**config.mk**
```make
export PLATFORM = sky130hd
export DESIGN_NAME = piso_tx_stream
export DESIGN_NICKNAME = d
export VERILOG_FILES = /design/src/rtl/piso_tx_stream.sv
export SDC_FILE = /design/constraint.sdc
export NUM_CORES = 1
export LEC_CHECK = 0
export ABC_AREA = 1
export CORE_ASPECT_RATIO = 1.5
export CORE_MARGIN = 2
export CORE_UTILIZATION = 54
export DETAILED_ROUTE_END_ITERATION = 10
export MAX_ROUTING_LAYER = met4
export PLACE_DENSITY = 0.88
export SYNTH_ARGS = -nofsm -noshare
export SYNTH_HDL_FRONTEND = slang
export SYNTH_SLANG_ARGS = --single-unit
export TNS_END_PERCENT = 1
```
**constraint.sdc**
```tcl
create_clock -name i_clk -period 1.8 [get_ports i_clk]
set_input_delay 0.54 -clock i_clk [delete_from_list [all_inputs] [get_ports i_clk]]
set_output_delay 0.54 -clock i_clk [all_outputs]
set_load 0.005 [all_outputs]
```
**src/rtl/piso_tx_stream.sv**
```systemverilog
// piso_tx_stream: parameterised parallel-in serial-out transmitter.
// Words arrive on a valid/ready handshake. One word can wait in a holding
// register while the shifter streams the current word, so consecutive
// words go out back-to-back with no idle bit between them.
//
// Handshake: a word transfers on a rising edge where i_data_valid and
// o_data_ready are both high. o_data_ready depends only on hold_full and
// i_reset, never on i_data_valid. A word offered while ready is low is
// ignored; the producer must keep offering it until ready is high.
module piso_tx_stream #(
    parameter int   DATA_W     = 10,
    parameter bit   MSB_FIRST  = 1'b0,
    parameter logic IDLE_LEVEL = 1'b0
) (
    input  logic              i_clk,
    input  logic              i_reset,
    input  logic              i_data_valid,
    input  logic [DATA_W-1:0] i_data,
    output logic              o_data_ready,
    output logic              o_serial_data,
    output logic              o_serial_valid,
    output logic              o_tx_done,
    output logic              o_busy
);

    localparam int              CNT_W = $clog2(DATA_W);
    localparam logic [CNT_W-1:0] LAST = CNT_W'(DATA_W - 1);

    typedef enum logic {IDLE, SHIFT} state_t;

    state_t            state, state_n;
    logic [DATA_W-1:0] shift_q, shift_n;
    logic [DATA_W-1:0] hold_q, hold_n;
    logic [CNT_W-1:0]  cnt_q, cnt_n;
    logic              hold_full_q, hold_full_n;
    logic              sdata_q, sdata_n;
    logic              svalid_q, svalid_n;
    logic              done_q, done_n;
    logic              accept, last_bit;
    logic [DATA_W-1:0] ord_in, ord_hold;

    // Rearrange a word so bit 0 is always the first bit to send; the
    // shifter then only ever shifts right.
    function automatic logic [DATA_W-1:0] to_order(input logic [DATA_W-1:0] w);
        logic [DATA_W-1:0] r;
        for (int i = 0; i < DATA_W; i++) begin
            r[i] = MSB_FIRST ? w[DATA_W-1-i] : w[i];
        end
        return r;
    endfunction

    assign o_data_ready   = !hold_full_q && !i_reset;
    assign accept         = i_data_valid && o_data_ready;
    assign last_bit       = (cnt_q == LAST);
    assign ord_in         = to_order(i_data);
    assign ord_hold       = to_order(hold_q);
    assign o_serial_data  = sdata_q;
    assign o_serial_valid = svalid_q;
    assign o_tx_done      = done_q;
    assign o_busy         = (state == SHIFT) || hold_full_q;

    // Next-state and next-output logic for the shifter and holding register.
    always_comb begin
        state_n     = state;
        shift_n     = shift_q;
        hold_n      = hold_q;
        cnt_n       = cnt_q;
        hold_full_n = hold_full_q;
        sdata_n     = IDLE_LEVEL;
        svalid_n    = 1'b0;
        done_n      = 1'b0;
        case (state)
            IDLE: begin
                // Hold is always empty here; the word goes straight to the shifter.
                if (accept) begin
                    state_n  = SHIFT;
                    shift_n  = ord_in >> 1;
                    sdata_n  = ord_in[0];
                    svalid_n = 1'b1;
                    cnt_n    = '0;
                end
            end
            SHIFT: begin
                if (!last_bit) begin
                    shift_n  = shift_q >> 1;
                    sdata_n  = shift_q[0];
                    svalid_n = 1'b1;
                    cnt_n    = cnt_q + CNT_W'(1);
                    done_n   = ((cnt_q + CNT_W'(1)) == LAST);
                    if (accept) begin
                        hold_n      = i_data;
                        hold_full_n = 1'b1;
                    end
                end else if (hold_full_q) begin
                    // Ready is low while hold is full, so nothing is accepted here.
                    shift_n     = ord_hold >> 1;
                    sdata_n     = ord_hold[0];
                    svalid_n    = 1'b1;
                    cnt_n       = '0;
                    hold_full_n = 1'b0;
                end else if (accept) begin
                    // Word arriving exactly on the last bit keeps the stream seamless.
                    shift_n  = ord_in >> 1;
                    sdata_n  = ord_in[0];
                    svalid_n = 1'b1;
                    cnt_n    = '0;
                end else begin
                    state_n = IDLE;
                    cnt_n   = '0;
                end
            end
            default: state_n = IDLE;
        endcase
    end

    // State register; reset discards both the word in flight and the held word.
    always_ff @(posedge i_clk) begin
        if (i_reset) begin
            state       <= IDLE;
            shift_q     <= '0;
            hold_q      <= '0;
            cnt_q       <= '0;
            hold_full_q <= 1'b0;
            sdata_q     <= IDLE_LEVEL;
            svalid_q    <= 1'b0;
            done_q      <= 1'b0;
        end else begin
            state       <= state_n;
            shift_q     <= shift_n;
            hold_q      <= hold_n;
            cnt_q       <= cnt_n;
            hold_full_q <= hold_full_n;
            sdata_q     <= sdata_n;
            svalid_q    <= svalid_n;
            done_q      <= done_n;
        end
    end

endmodule
```
== Yosys cells after proc, flatten, opt, wreduce, memory -nomap -nowiden ==
Cells that the tools add are included.

* Flip-flop bits (word level): 28
* Latch bits: 0
* Memory bits (writable): 0
* Memory bits (read-only): 0
* Input port bits: 13
* Output and inout bits: 5
* Logic and storage cells: 39
* Memories: 0

* Add/subtract/negate cells: 1
* Multiply operators: 0
* Div/mod/pow operators: 0
* Order comparisons: 0
* Eq/ne operators: 3
* Shift operators: 0
* Mux-type cells: 17
* Bitwise operators: 2
* Reduce and logical (&&, ||, !) cells: 9

{| class="wikitable"
|+ Operators by type and width
! kind !! count
|-
| 2-to-1 mux 10 bit || 3
|-
| case mux 10 bit (2 select lines) || 1
|-
| == test 4 bit, second input constant || 2
|-
| 2-to-1 mux 1 bit || 8
|-
| 2-to-1 mux 4 bit || 2
|-
| case mux 4 bit (2 select lines) || 1
|-
| adder 4 x 1 -> 4 bit, second input constant || 1
|-
| case mux 1 bit (2 select lines) || 2
|-
| AND reduction 3 bit || 1
|-
| OR reduction 3 bit || 1
|-
| logical AND 1 bit || 2
|-
| zero test 1 bit || 2
|-
| inequality test 2 bit, second input constant || 1
|-
| inverter 1 bit || 2
|-
| AND reduction 2 bit || 1
|-
| nonzero test 2 bit || 1
|-
| logical OR 1 bit || 1
|}

== Depth between registers and ports, before layout ==
* Word-level depth: 7
* Depth in mapped cells: 9
* Mapped depth without buffers: 8

== Worst setup path after synthesis ==
Ideal clock, no wire load.

* Path type: input port to output port
* Start: input i_reset
* End: output o_data_ready
* Arrival: 0.964 ns
* Data required time: 1.260 ns
* Setup slack: 0.296 ns
* Stages: 3
* Buffers on the path: 2
* Cell sequence: buf_2 nor2_4 buf_4

* Cells in the longest elaborated chain, start to end: 2

{| class="wikitable"
|+ Ends and longest elaborated chain
! what !! RTL line !! text
|-
| from (decl) || 16 || <nowiki>input logic i_reset,</nowiki>
|-
| zero test 1 bit || 52 || <nowiki>assign o_data_ready = !hold_full_q && !i_reset;</nowiki>
|-
| logical AND 1 bit || 52 ||
|-
| to (decl) || 19 || <nowiki>output logic o_data_ready,</nowiki>
|}

No other way between the ends.

== Final worst setup path ==
* Start: register hold_full_q
* End: output o_busy

* Cells in the longest elaborated chain, start to end: 1

{| class="wikitable"
|+ Ends and longest elaborated chain
! what !! RTL line !! text
|-
| from (decl) || 35 || <nowiki>logic hold_full_q, hold_full_n;</nowiki>
|-
| from (signal assigned) || 132 || <nowiki>hold_full_q <= hold_full_n;</nowiki>
|-
| logical OR 1 bit || 60 || <nowiki>assign o_busy = (state == SHIFT) || hold_full_q;</nowiki>
|-
| to (decl) || 23 || <nowiki>output logic o_busy</nowiki>
|}

No other way between the ends.

==> run summary <==
status = complete, no violations
total nets after synthesis = 239
ant diodes = 0
total grt overflow = 0
chip width = 46.3 µm
nets@finish = 261
crit path DAT = 1.23 ns
leak pwr = 0.797 nW
GRT Total Usage = 25.3%
CTS tree = yes
Yosys cell types = 24
worst path required time = 1.26 ns
Routed Antenna Nets = 0
Worst setup EP type = primary output
VDD IR-drop max = 0.588 mV
worst min path class = reg -> reg
post-cts repair resize count = 7
die area = 3130 µm²
slew margin rel. = 72.6%
RSZ-0062 raised after global routing = false
fraction of layout cells with a size suffix above 1 = 9.47%
H-tree depth = 1
Worst Setup Slack, final = 0.0264 ns
Clock Latency Late Sink = 0.28 ns
Hold Violations, Final = 0
cts bufs inserted = 3
synthesized flop and latch total = 28
std cell rows = 23
Die Y = 67.5 µm
Crit Path Category = reg -> out
Least-Margin Pin Slew = 0.411 ns
antenna violations before repair = 0
mean post-synth cell area = 6.51 µm²
Synth Instances = 223
CTS Buffer Depth = 2
critical-path cell list = or2_2, dlygate4sd2_1
Final period util = 98.5%
crit-path max FO = 5
Root Buffer = clkbuf_8
Worst path top cell family by delay = flip-flops
slowest CP cell = dfxtp_4
clk_skew = 0.00384 ns
Routed wire per std cell = 12.2 µm
clock sink total = 28
Clock transition at path regs = 0.09 ns
Critical Path Max Stage Delay = 0.37 ns
fmax = 564 MHz
startpoint types = flop
post-place setup slack = -0.349 ns
Final Max Slew Viols = 0
Max Cap Viol = 0
I/O pins = 18
synthesized cell area = 1450 µm²
1st-pass router iterations = 4
Initial DRC Count = 60
DRC viols = 0
Core ar. = 2620 µm²
hpwl dp = 2300 µm
worst hold slack = 0.479 ns
post-layout min period = 1.77 ns
Layout Area Growth over Synthesis = 19.5%
vias in the first global route = 1,236
buffer count from post-CTS setup fixing = 0
pwr dens = 739 nW/µm²
final count of negative-setup-slack endpoints = 0
part of the Yosys area used for sequential elements = 38.6%
Yosys warnings = 0
Post-CTS Hold Buffers = 0
initial core utilization = 55.4%
IO buf count = 17
vias per inst = 5.12
drt total wl = 3410 µm
first-pass GRT wire length = 5460 µm
Vias = 1,434
GP Congestion = 0.823
largest net degree at the start of global routing = 25
critical path buffer and inverter count = 1
[synthesized netlist by cell type, drive strengths merged]
library cell	n	area [µm²]
nand2	64	250
nor2	37	161
dfxtp	28	561
inv	26	97.6
nand3	23	120
a21oi	15	75.1
o21ai	11	55.1
buf	8	47.5
clkbuf	3	12.5
ha	3	37.5
nand4	1	6.26
nor3	1	5.00
o211ai	1	7.51
or2	1	6.26
xor2	1	8.76
[layer usage]
metal | wire, µm | share of wire [%] | vias to the layer above | global-route usage [%]
met2 | 1850 | 54 | 40 | 43.4
met1 | 1320 | 39 | 659 | 28.3
met4 | 60 | 1.8 | 0 | 11.1
met3 | 172 | 5.0 | 5 | 3.21
li1 | - | - | 730 | -
met5 | 0 | 0 | - | -
[cell usage in the layout, fill, tap and decap left out, drive strengths merged]
master,netlist,layout
nand3,23,23
o21ai,11,11
nor2,37,37
inv,26,26
a21oi,15,15
clkbuf,3,3
nand2,64,64
nor3,1,1
dlygate4sd2,0,4
buf,8,11
xor2,1,1
nand4,1,1
o211ai,1,1
ha,3,3
clkdlybuf4s50,0,13
or2,1,1
dfxtp,28,28
[final cells by class]
class	count	area (µm²)
clock buffer	3	41.3
fill	240	885
inverter	26	97.6
multi-input combinational	158	733
sequential	28	564
tap	37	46.3
timing repair buffer	28	251
[per-stage QoR]
step | total power [mW] | cell area (µm²) | instances | utilization (%) | TNS (ns)
finish | 1.28 | 1730 | 280 | 66.2 | 0
global route | 1.34 | 1730 | 280 | 66.2 | 0
CTS | 1.29 | 1730 | 280 | 66.2 | 0
detailed placement | 0.959 | 1690 | 277 | 64.5 | -4.23
global placement | 0.953 | 1690 | 277 | 64.5 | -3.90
floorplan | 0.855 | 1450 | 223 | - | 0
[state kept, by name (all words and copies together), names as in the netlist]
signal,flops
o_serial_valid,1
hold_q,10
cnt_q,4
o_tx_done,1
o_serial_data,1
hold_full_q,1
shift_q,10
[worst paths after layout]
check | slack (ns) | cells past startpoint | endpoint | startpoint
setup / recovery | 0.03 | 2 | o_busy | hold_full_q$_SDFFE_PP0P_
hold / removal | 0.48 | 2 | hold_q[8]$_SDFFE_PP0P_ | hold_q[8]$_SDFFE_PP0P_
setup reg to reg | 0.18 | 8 | shift_q[1]$_SDFF_PP0_ | cnt_q[1]$_SDFFE_PP0P_
hold reg to reg | 0.48 | 2 | hold_q[8]$_SDFFE_PP0P_ | hold_q[8]$_SDFFE_PP0P_
[worst register-to-register path: cells and delay by family (launching register included)]
kind          cells  cell delay (ns)
fa+ha+maj         1             0.19
flops             1             0.39
simple gates      6             0.84
buf+inv           1             0.08
[power by group]
group,total (mW),internal (mW),switching (mW)
sequential,0.675,0.653,0.0223
combinational,0.268,0.111,0.157
clock,0.338,0.151,0.187
total,1.28,0.914,0.367
[kinds of logic after synthesis]
kind of cell             Yosys count  share of synthesized area, %
AO/OA/AOI/OAI                     27                          9.48
XOR/XNOR                           1                         0.604
adder cells (fa/ha/maj)            3                          2.59
buffers and inverters             37                          10.9
flip-flops                        28                          38.6
AND/OR/NAND/NOR                  127                          37.8
Note: power is estimated with default switching activity, not from simulation.
